## config.mk

```make
export PLATFORM = sky130hd
export DESIGN_NAME = register_file_sb
export DESIGN_NICKNAME = d
export VERILOG_FILES = /design/src/rtl/register_file_sb.sv
export SDC_FILE = /design/constraint.sdc
export NUM_CORES = 1
export LEC_CHECK = 0
export ABC_CLOCK_PERIOD_IN_PS = 5500
export BUFFER_PORTS_ARGS = -buffer_cell sky130_fd_sc_hd__buf_4
export CAP_MARGIN = 40
export CORE_MARGIN = 2
export CORE_UTILIZATION = 64
export CTS_CLUSTER_SIZE = 14
export DETAILED_ROUTE_END_ITERATION = 8
export HOLD_SLACK_MARGIN = 0.15
export PLACE_DENSITY = 0.95
export RECOVER_POWER = 50
export SYNTH_ARGS = -nofsm -noshare
export SYNTH_HDL_FRONTEND = slang
export SYNTH_SLANG_ARGS = --single-unit
```

## constraint.sdc

```tcl
create_clock -name Clk -period 5.5 [get_ports Clk]
set_input_delay 0 -clock Clk [delete_from_list [all_inputs] [get_ports Clk]]
set_output_delay 0 -clock Clk [all_outputs]
set_load 0.1 [all_outputs]
```

## src/rtl/register_file_sb.sv

```systemverilog
// Register file with a per-register pending scoreboard: one write, one reserve, two read ports.
// Optional write-to-read forwarding is enabled by defining REGFILE_BYPASS_EN.
module register_file_sb #(
    parameter int unsigned DW = 8,
    parameter int unsigned AW = 3
) (
    input  logic          Clk,
    input  logic          Rst,
    input  logic          WEN,
    input  logic [AW-1:0] RW,
    input  logic [DW-1:0] busW,
    input  logic          ISS,
    input  logic [AW-1:0] RI,
    input  logic [AW-1:0] RX,
    input  logic [AW-1:0] RY,
    output logic [DW-1:0] busX,
    output logic [DW-1:0] busY,
    output logic          RDYX,
    output logic          RDYY,
    output logic [AW:0]   PEND,
    output logic          ISSERR
);

    localparam int unsigned Depth = 2 ** AW;

    logic [DW-1:0]    regs [Depth];
    logic [Depth-1:0] pend;
    logic [Depth-1:0] pendNext;
    logic [AW:0]      pendCnt;
    logic             wrHit;
    logic             issHit;
    logic             issErrNext;

    // Register 0 is never written or reserved, so it stays zero and ready.
    always_comb begin
        wrHit  = WEN && (RW != '0);
        issHit = ISS && (RI != '0);
    end

    // A reservation in the same cycle as a write to that register wins.
    always_comb begin
        pendNext = pend;
        if (wrHit) begin
            pendNext[RW] = 1'b0;
        end
        if (issHit) begin
            pendNext[RI] = 1'b1;
        end
        issErrNext = issHit && pend[RI] && !(wrHit && (RW == RI));
    end

    always_comb begin
        pendCnt = '0;
        for (int unsigned i = 0; i < Depth; i++) begin
            pendCnt = pendCnt + (AW + 1)'(pendNext[i]);
        end
    end

    always_ff @(posedge Clk) begin
        if (Rst) begin
            for (int unsigned i = 0; i < Depth; i++) begin
                regs[i] <= '0;
            end
            pend   <= '0;
            PEND   <= '0;
            ISSERR <= 1'b0;
        end else begin
            if (wrHit) begin
                regs[RW] <= busW;
            end
            pend   <= pendNext;
            PEND   <= pendCnt;
            ISSERR <= issErrNext;
        end
    end

    // Zero-latency read ports.
    always_comb begin
        busX = (RX == '0) ? '0 : regs[RX];
        busY = (RY == '0) ? '0 : regs[RY];
        RDYX = ~pend[RX];
        RDYY = ~pend[RY];
`ifdef REGFILE_BYPASS_EN
        if (wrHit && (RW == RX)) begin
            busX = busW;
            RDYX = 1'b1;
        end
        if (wrHit && (RW == RY)) begin
            busY = busW;
            RDYY = 1'b1;
        end
`endif
    end

endmodule

```

==> results.tsv, run 1 <==
stage	metric	value	unit
run_status	status	completed	
drt	routed_wl	10.2	mm
global_routing	grt_pass1_wl	15.8	mm
sta	finalSetupViolCount	0	
drt	avgViaCountPerCell	6.29	
placement	dpl.hpwl	6.97	mm
setup_path	slowest_stage	fa_1	
floorplan	die-height	86.6	um
sta	max_freq	298	MHz
clock_tree	clock_path_buffers	2	
sta	final.min_clock_period	3.35	ns
setup_path	critPathRequiredTime	5.69	ns
setup_path	critPathKind	in -> reg	
yosys	synth.cell_area	0.00437	mm^2
setup_path	worst-path-buf-inv	5	
min_path	hold_class	in -> reg	
sta	worst_slack	2.15	ns
global_routing	grt_pass1_vias	3119	
clock_tree	cts_tree	built	
yosys	synthCells	358	
clock_tree	post_cts_resized	0	
setup_path	path_cells	dlygate4sd3_1 -> buf_4 -> nand2b_1 -> o21ai_1 -> o31ai_1 -> fa_1 -> inv_1 -> fa_1 -> fa_1 -> inv_1 -> ha_1 -> inv_1 -> fa_1 -> xor2_1 -> nor2_1	
finish	antennaDiodeCount	0	
yosys	synth-seq-cells	77	
placement	place.port_buffers	46	
setup_path	setup.worst_path.start_class	input pin	
sta	min_period_over_period	61.0	%
clock_tree	root_buffer	clkbuf_8	
run	maxCapViolCount	0	
setup_path	arrival	3.54	ns
yosys	yosysSeqAreaShare	50.0	%
drt	antenna_left	0	
floorplan	die_width	86.6	um
sta	hold_violations	0	
power	power_leakage	1.89	nW
setup_path	cp-end-kind	flip-flop	
sta	setup_tns	0	ns
sta	drv_slew	0	
setup_path	cp_max_fo	7	
global_routing	antenna_found_initial	0	
floorplan	initial_core_util	65.3	%
setup_path	critPathTopFamily	adder cells	
floorplan	core-area	0.00668	mm^2
drt	vias	3174	
floorplan	dieArea	0.00750	mm^2
power	ir_drop	201	uV
yosys	ys_warn_count	0	
clock_tree	cts_sinks	77	
floorplan	rows	30	
global_routing	track_usage	29.0	%
finish	area_growth	16.3	%
setup_path	cpMostUsedCell	fa_1	
floorplan	io_pins	47	
yosys	ys_types	48	
drt	drc	0	
drt	wl_per_cell	20.3	um
yosys	synth_area_per_cell	12.2	um^2
placement	dp_slack	2.23	ns
power	p_per_area	302	mW/mm^2
clock_tree	insertion_delay	0.35	ns
sta	worst_pin_slew	1.47	ns
clock_tree	cts.reportedPaths.clkPinSlew	0.08	ns
global_routing	grt_max_degree	38	
drt	first_pass_iters	5	
sta	rsz0062_at_grt	no	
finish	layout.nets	451	
finish	drive_gt1_share	19.8	%
drt	drt_iter0_markers	339	
clock_tree	cts_buffers	9	
placement	gp_congestion	0.878	
setup_path	critical_path.max_stage_delay	0.55	ns
global_routing	overflow	0	
sta	clock_skew	0.00940	ns
sta	relSlewSlack	1.75	%
clock_tree	htreeDepth	3	
-- cells by family after synthesis --
logic type / after synthesis / synth area share, %
other: 1 / 0.0859
AND/OR/NAND/NOR: 123 / 16.7
XOR/XNOR: 3 / 0.602
adder cells (fa/ha/maj): 7 / 2.69
buffers and inverters: 29 / 3.53
flip-flops: 77 / 50.0
AO/OA/AOI/OAI: 70 / 10.8
multiplexers: 48 / 15.6
-- routing by layer --
metal	wire length [um]	track usage (%)	up-vias
met5	0	0	-
met4	319	11.4	0
met3	693	4.95	30
met2	5410	52.4	171
met1	3830	34.3	1525
li1	-	-	1448
-- worst paths after layout --
path | from | end | slack, ns | depth (start not counted)
worst max-delay path | WEN | PEND[2]$_SDFF_PP0_ | 2.15 | 15
worst min-delay path | RW[0] | pend[4]$_SDFF_PP0_ | 0.19 | 4
worst max register to register | pend[1]$_SDFF_PP0_ | PEND[2]$_SDFF_PP0_ | 2.39 | 12
worst min register to register | pend[0]$_SDFF_PP0_ | pend[0]$_SDFF_PP0_ | 0.54 | 1
-- worst register-to-register path, cell delays in order, from the launching register on --
cell,delay (ns)
dfxtp_1,0.34
o21ai_1,0.10
o31ai_1,0.15
fa_1,0.55
inv_1,0.05
fa_1,0.50
fa_1,0.41
inv_1,0.07
ha_1,0.16
inv_1,0.05
fa_1,0.37
xor2_1,0.15
nor2_1,0.06
-- repair_timing --
item | 4_1_cts | 5_1_grt
buffers inserted | 0 | 0
hold endpoints to repair | 77 | 0
hold buffers | 18 | 0
endpoints found under the setup margin | 0 | 0
-- state kept, by name, indices dropped and copies added (netlist names) --
signal  cells
ISSERR      1
pend        8
regs       64
PEND        4
-- through the flow --
stage | hold WS, ns | area (um^2) | cells | util [%] | power, W
after global placement | 0.229 | 4710 | 470 | 70.5 | 0.00102
after CTS | 0.152 | 5140 | 505 | 76.9 | 0.00154
after floorplan | 0.107 | 4390 | 365 | - | 0.000949
after detailed placement | 0.235 | 4720 | 471 | 70.7 | 0.00104
after global routing | 0.202 | 5080 | 505 | 76.0 | 0.00159
final | 0.185 | 5080 | 505 | 76.0 | 0.00153
-- layout by cell type (no fill, tap or decap), drive strengths merged, types with 2 or more instances in the layout --
master       count
nor2            13
o31ai            3
inv              8
nor3             6
a211oi           2
fa               4
nand2b           6
nor2b           17
mux2i           20
a22oi            6
or2              5
dfxtp           13
o21ai           20
clkinv           2
bufinv           3
dlygate4sd3     18
xnor2            2
o21bai           3
nand2           15
buf             40
conb             8
nor3b            3
mux4            14
ha               3
and2            56
a31oi            2
o221ai           6
o221a            6
clkbuf          17
edfxtp          64
a21oi           15
mux2            14
o21a             3
-- cell usage after synthesis, drive strengths merged --
cell type | number | area share, %
o21bai | 3 | 0.52
nand3 | 1 | 0.11
a31oi | 2 | 0.29
nor2 | 13 | 1.3
mux2 | 14 | 3.6
mux2i | 20 | 4.6
and2 | 56 | 8.0
xnor2 | 2 | 0.40
nand2b | 6 | 0.86
inv | 8 | 0.69
fa | 4 | 1.8
or3 | 1 | 0.14
or2 | 5 | 0.77
o221a | 6 | 1.5
mux4 | 14 | 7.4
o21ai | 20 | 2.3
a2bb2oi | 1 | 0.20
a211oi | 2 | 0.34
clkbuf | 8 | 0.72
a22oi | 6 | 1.0
o221ai | 6 | 1.2
ha | 3 | 0.86
nor3b | 3 | 0.52
nor2b | 17 | 2.4
nor3 | 6 | 1.3
a32oi | 1 | 0.20
dfxtp | 13 | 6.0
edfxtp | 64 | 44
xor2 | 1 | 0.20
a221oi | 1 | 0.20
o31ai | 3 | 0.52
nand2 | 15 | 1.3
conb | 1 | 0.086
a21oi | 15 | 1.7
a311oi | 1 | 0.20
buf | 13 | 2.1
o21a | 3 | 0.52
-- power breakdown --
part	total (W)	switching, W	internal, W	leakage, nW
logic	0.000342	0.000239	0.000103	1.05
registers	0.000688	0.0000189	0.000669	0.723
clock network	0.000504	0.000202	0.000301	0.116
-- area by class of cell --
cell class,count,area [um^2]
inverter,8,30.0
clock inverter,6,111
fill,439,1600
multi-input combinational,259,2020
tap,80,100
clock buffer,10,128
timing repair buffer,65,507
sequential,77,2180
No activity file was read; power rests on OpenSTA's default activity.
==> inputs of run 2 (changes only) <==
- ABC_CLOCK_PERIOD_IN_PS: 5500 -> 2860
- CORE_UTILIZATION: 64 -> 53
- PLACE_DENSITY: 0.95 -> 0.85
- clock period: 5.5 -> 2.86 ns (I/O delays scaled with it)
==> run 2 against run 1 <==
The flow now finishes with violations (negative setup slack). Utilization is 11 points lower. Global-route usage is 3.2 points lower. First-iteration DRC count is 26% lower. Hold slack worse by 0.013 ns. Setup slack worse by 2.3 ns. Critical endpoint is now PEND[1]$_SDFF_PP0_.
==> results.tsv, run 2 (synthesized netlist as in run 1, its figures left out) <==
stage	metric	value	unit
setup_path	path_cells	o21ai_2 -> o21ai_2 -> fa_1 -> inv_1 -> fa_1 -> fa_1 -> inv_1 -> ha_2 -> inv_1 -> fa_2 -> nor2_1	
min_path	hold-path-endpoint	pend[6]$_SDFF_PP0_	
run_status	violations	negative setup slack	
drt	avgViaCountPerCell	5.97	
global_routing	gr-max-usage-layer	met2	
global_routing	met2_usage	45.0	%
sta	worst_slack	-0.114	ns
setup_path	r2r_cells	11	
sta	clock_skew	0.00583	ns
finish	multiInputGateArea	0.00208	mm^2
floorplan	die-height	94.8	um
run	maxCapViolCount	0	
finish	stdcell_count	547	
sta	relSlewSlack	22.1	%
global_routing	overflow	0	
sta	min_period_over_period	104	%
power	ir_drop	262	uV
finish	antennaDiodeCount	0	
finish	largest_register_ffs	64	
floorplan	die_width	94.8	um
drt	antenna_left	0	
min_path	hp-start	RI[2]	
drt	drc	0	
drt	wl_per_cell	20.0	um
power	seq_power_share	46.9	%
drt	first_pass_iters	4	
min_path	hold_class	in -> reg	
power	power.switching	0.000922	W
clock_tree	htreeDepth	3	
setup_path	cp-end-kind	flip-flop	
global_routing	grt_max_degree	38	
finish	seqCellArea	0.00218	mm^2
clock_tree	cts_sinks	77	
setup_path	critPathRequiredTime	3.10	ns
drt	routed_wl	10.9	mm
placement	place_inst	512	
sta	drv_slew	0	
global_routing	grt_use_met3	6.15	%
finish	layout.nets	468	
sta	finalSetupViolCount	2	
run_status	status	finished, violations left	
global_routing	grt_use_met1	29.8	%
power	p_per_area	538	mW/mm^2
global_routing	grt_pass1_wl	16.8	mm
global_routing	grt_pass1_vias	3322	
floorplan	core-area	0.00809	mm^2
setup_path	rrSetupSlack	-0.11	ns
floorplan	rows	33	
power	intPower	0.00190	W
setup_path	setup.worst_path.start_class	flip-flop	
setup_path	worstReg2RegStart	pend[3]$_SDFF_PP0_	
finish	regMostFlops	regs	
placement	place.port_buffers	46	
power	p_clk_share	28.8	%
sta	max_freq	336	MHz
setup_path	critical_path.max_stage_delay	0.51	ns
sta	rsz0062_at_grt	yes	
finish	post-route-util	64.9	%
floorplan	io_pins	47	
clock_tree	insertion_delay	0.36	ns
clock_tree	clock_path_buffers	2	
finish	final_cell_mix	edfxtp_1, buf_4, and2_1	
setup_path	crit_start	pend[3]$_SDFF_PP0_	
global_routing	antenna_found_initial	0	
setup_path	critPathKind	reg -> reg	
placement	dpl.hpwl	7.36	mm
finish	area_growth	20.3	%
power	power_leakage	1.99	nW
clock_tree	cts.reportedPaths.clkPinSlew	0.08	ns
floorplan	dieArea	0.00898	mm^2
power	power	0.00282	W
placement	gp_congestion	0.873	
finish	nFillCells	629	
drt	drt_iter0_markers	251	
finish	drive_gt1_share	26.2	%
floorplan	initial_core_util	53.9	%
setup_path	r2r-end	PEND[1]$_SDFF_PP0_	
finish	top_regs	regs x64, pend x8, PEND x4	
clock_tree	root_buffer	clkbuf_8	
drt	vias	3267	
sta	hold_violations	0	
clock_tree	cts_buffers	9	
setup_path	slowest_stage	fa_1	
power	combPwrFrac	24.3	%
power	switching_share	32.7	%
global_routing	track_usage	25.8	%
sta	worst_pin_slew	1.17	ns
clock_tree	cts_tree	built	
setup_path	arrival	3.21	ns
setup_path	cp_max_fo	2	
min_path	whs_path_depth	4	
sta	final.min_clock_period	2.97	ns
finish	final_common_cell	edfxtp_1	
==> run 2: cell count changes in the layout (fill, tap and decap cells not counted), sizes merged <==
cell / change
bufinv: -2
inv: +1
buf: +17
clkinvlp: +1
==> run 2: repair_timing <==
item,in CTS,in global routing
hold buffers,18,0
hold endpoints to repair,77,0
gates resized for setup,6,2
endpoints found under the setup margin,2,2
pin swaps,1,1
setup buffers,0,1
==> run 2: how the worst max path moves through the flow <==
stage / end / slack, ns / cells past startpoint
2_1_floorplan: PEND[2]$_SDFF_PP0_ / 0.00006 / 13
3_3_place_gp: PEND[2]$_SDFF_PP0_ / -0.12 / 14
3_5_place_dp: PEND[2]$_SDFF_PP0_ / -0.22 / 14
4_1_cts: PEND[2]$_SDFF_PP0_ / -0.08 / 12
5_1_grt: PEND[2]$_SDFF_PP0_ / -0.23 / 12
6_report: PEND[1]$_SDFF_PP0_ / -0.11 / 11
==> run 2: power by group through the flow <==
stage	clock, W	sequential [W]	combinational (W)
2_1_floorplan	0	0.00137	0.000454
3_5_place_dp	0	0.00135	0.000660
5_1_grt	0.000861	0.00133	0.000719
4_1_cts	0.000813	0.00132	0.000682
3_3_place_gp	0	0.00134	0.000650
6_report	0.000814	0.00132	0.000685
==> run 2: worst max-delay path: cells and delay by family (launching register included) <==
| family | cells | cell delay [ns] |
|---|---|---|
| fa+ha+maj | 5 | 2.09 |
| flops | 1 | 0.34 |
| compound gates | 2 | 0.22 |
| buf+inv | 3 | 0.16 |
| simple gates | 1 | 0.04 |
==> run 2: final cells by class <==
class                   instances  share of cell area, %
repair buffers                 82                   12.2
inverters                       8                  0.572
multi-input cells             259                   39.6
flip-flops and latches         77                   41.6
clock inverters                 6                   1.19
clock buffers                  10                   2.43
well taps                     105                   2.50
==> run 2: stage by stage <==
step / setup slack (ns) / cell area, um^2 / hold WS [ns] / setup TNS, ns
after floorplan: 0.0000628 / 4390 / 0.107 / 0
after global placement: -0.118 / 4870 / 0.310 / -0.198
after detailed placement: -0.218 / 4870 / 0.316 / -0.365
after CTS: -0.0800 / 5260 / 0.161 / -0.152
after global routing: -0.229 / 5250 / 0.188 / -0.456
final: -0.114 / 5250 / 0.173 / -0.209
==> run 2: metal layers <==
| metal | share of wire (%) | up-vias |
|---|---|---|
| met1 | 37 | 1578 |
| met4 | 3.6 | 0 |
| li1 | - | 1479 |
| met2 | 52 | 171 |
| met5 | 0 | - |
| met3 | 7.2 | 39 |
==> inputs of run 3 (changes only) <==
- CORE_UTILIZATION: 53 -> 55
- CTS_BUF_LIST: not set -> sky130_fd_sc_hd__clkbuf_8
- CTS_CLUSTER_DIAMETER: not set -> 50
- PLACE_DENSITY: 0.85 -> 0.87
==> run 3 against run 2 <==
The flow still finishes with violations (negative setup slack). Hold slack improved by 0.015 ns. Non-clock buffer count grew 3. Register-to-register slack hardly changed. First-iteration DRC count grew 6.0%. Die area is 3.5% lower. Utilization grew 3.8 points. Wire length up 2.0%. Critical path type unchanged. Critical endpoint unchanged. Largest cell class unchanged. Highest routed layer unchanged.
==> results.tsv, run 3 (synthesized netlist as in run 1, its figures left out) <==
stage	metric	value	unit
run_status	status	finished, violations left	
run_status	violations	negative setup slack	
global_routing	grt_pass1_vias	3392	
drt	drc	0	
placement	place.port_buffers	46	
global_routing	overflow	0	
floorplan	initial_core_util	56.5	%
setup_path	r2r-end	PEND[1]$_SDFF_PP0_	
sta	setup_tns	-0.212	ns
floorplan	die-height	93.1	um
clock_tree	insertion_delay	0.37	ns
setup_path	critPathRequiredTime	3.10	ns
floorplan	dieArea	0.00867	mm^2
sta	finalSetupViolCount	2	
setup_path	path_cells	o21ai_2 -> o31ai_2 -> fa_1 -> inv_1 -> fa_1 -> fa_1 -> inv_1 -> ha_2 -> inv_1 -> fa_2 -> nor2_1	
finish	top_regs	regs x64, pend x8, PEND x4	
drt	avgViaCountPerCell	6.05	
placement	dp_slack	-0.231	ns
clock_tree	cts_buffers	9	
power	ir_drop	478	uV
finish	area_growth	21.5	%
sta	min_period_over_period	104	%
setup_path	critPathKind	reg -> reg	
sta	drv_slew	0	
drt	vias	3306	
global_routing	grt_pass1_wl	17.0	mm
drt	first_pass_iters	5	
floorplan	rows	32	
sta	final.min_clock_period	2.98	ns
clock_tree	clock_path_buffers	2	
global_routing	track_usage	26.8	%
setup_path	slowest_stage	fa_1	
drt	routed_wl	11.1	mm
finish	largest_register_ffs	64	
setup_path	rrSetupSlack	-0.12	ns
setup_path	cp-end-kind	flip-flop	
setup_path	worst-path-buf-inv	3	
sta	clock_skew	0.0119	ns
clock_tree	root_buffer	clkbuf_8	
global_routing	grt_max_degree	38	
floorplan	core-area	0.00773	mm^2
setup_path	crit_start	pend[1]$_SDFF_PP0_	
min_path	hold_class	in -> reg	
drt	drt_iter0_markers	266	
floorplan	die_width	93.1	um
sta	hold_ws	0.188	ns
sta	worst_slack	-0.122	ns
finish	final_cell_mix	edfxtp_1, buf_4, and2_0	
setup_path	cp_max_fo	2	
setup_path	worstReg2RegStart	pend[1]$_SDFF_PP0_	
run	maxCapViolCount	0	
sta	relSlewSlack	21.4	%
setup_path	critPathTopFamily	adder cells	
sta	max_freq	335	MHz
drt	wl_per_cell	20.4	um
power	p_per_area	566	mW/mm^2
finish	layout.nets	471	
finish	drive_gt1_share	26.1	%
floorplan	io_pins	47	
finish	final_common_cell	edfxtp_1	
clock_tree	cts_tree	built	
setup_path	setup.worst_path.start_class	flip-flop	
clock_tree	cts.reportedPaths.clkPinSlew	0.09	ns
placement	dpl.hpwl	7.50	mm
power	power_leakage	2.02	nW
setup_path	critical_path.max_stage_delay	0.54	ns
setup_path	r2r_cells	11	
finish	antennaDiodeCount	0	
placement	gp_congestion	0.862	
setup_path	crit_path_end	PEND[1]$_SDFF_PP0_	
setup_path	crit_cells	11	
drt	antenna_left	0	
finish	regMostFlops	regs	
clock_tree	htreeDepth	3	
sta	hold_violations	0	
setup_path	arrival	3.22	ns
sta	rsz0062_at_grt	yes	
global_routing	antenna_found_initial	0	
finish	post-route-util	68.6	%
sta	worst_pin_slew	1.18	ns
clock_tree	cts_sinks	77	
run 3: tightest hold or removal path: stages:
cell	delay, ns
buf_4	0.09
buf_4	0.13
a31oi_1	0.07
clkbuf_1	0.14
nor2_1	0.10
run 3: where the power goes:
group          leakage [nW]  switching [W]  internal, W  total (W)
combinational          1.18       0.000474     0.000215   0.000689
clock                 0.119       0.000413     0.000576   0.000989
sequential            0.724      0.0000370      0.00129    0.00132
total                  2.02       0.000924      0.00208    0.00300
run 3: metal layers:
| metal | part of all wire [%] | GRT usage [%] | wire [um] |
|---|---|---|---|
| met1 | 38 | 31.8 | 4260 |
| met2 | 51 | 46.7 | 5670 |
| met4 | 3.3 | 13.1 | 366 |
| met5 | 0 | 0 | 0 |
| met3 | 7.5 | 5.24 | 838 |
run 3: worst min path at each step:
stage / depth (start not counted) / start / slack [ns] / end
after detailed placement: 3 / WEN / 0.31 / ISSERR$_SDFF_PP0_
after global routing: 4 / RI[2] / 0.22 / pend[6]$_SDFF_PP0_
after global placement: 3 / WEN / 0.31 / ISSERR$_SDFF_PP0_
after floorplan: 1 / WEN / 0.11 / ISSERR$_SDFF_PP0_
final: 5 / RI[0] / 0.19 / pend[5]$_SDFF_PP0_
after CTS: 5 / RI[0] / 0.16 / pend[5]$_SDFF_PP0_
run 3: cell type report:
cell class	instances	area (um^2)
Fill cell	536	2420
Sequential cell	77	2180
Inverter	8	30.0
Clock inverter	6	113
Clock buffer	9	124
Timing Repair Buffer	85	657
Tap cell	102	128
Multi-Input combinational cell	259	2070
run 3: timing repair:
| action | 4_1_cts | 5_1_grt |
|---|---|---|
| hold buffers | 18 | 0 |
| resized for setup | 6 | 2 |
| endpoints found under the hold margin | 77 | 0 |
| endpoints found under the setup margin | 2 | 2 |
| pin swaps | 1 | 0 |
| setup buffers | 1 | 0 |
run 3: stage by stage:
| step | total power, W | instance area (um^2) | cells |
|---|---|---|---|
| 3_3_place_gp | 0.00200 | 4890 | 512 |
| 3_5_place_dp | 0.00201 | 4890 | 512 |
| 2_1_floorplan | 0.00183 | 4390 | 365 |
| 6_report | 0.00300 | 5300 | 546 |
| 5_1_grt | 0.00309 | 5300 | 546 |
| 4_1_cts | 0.00300 | 5330 | 546 |
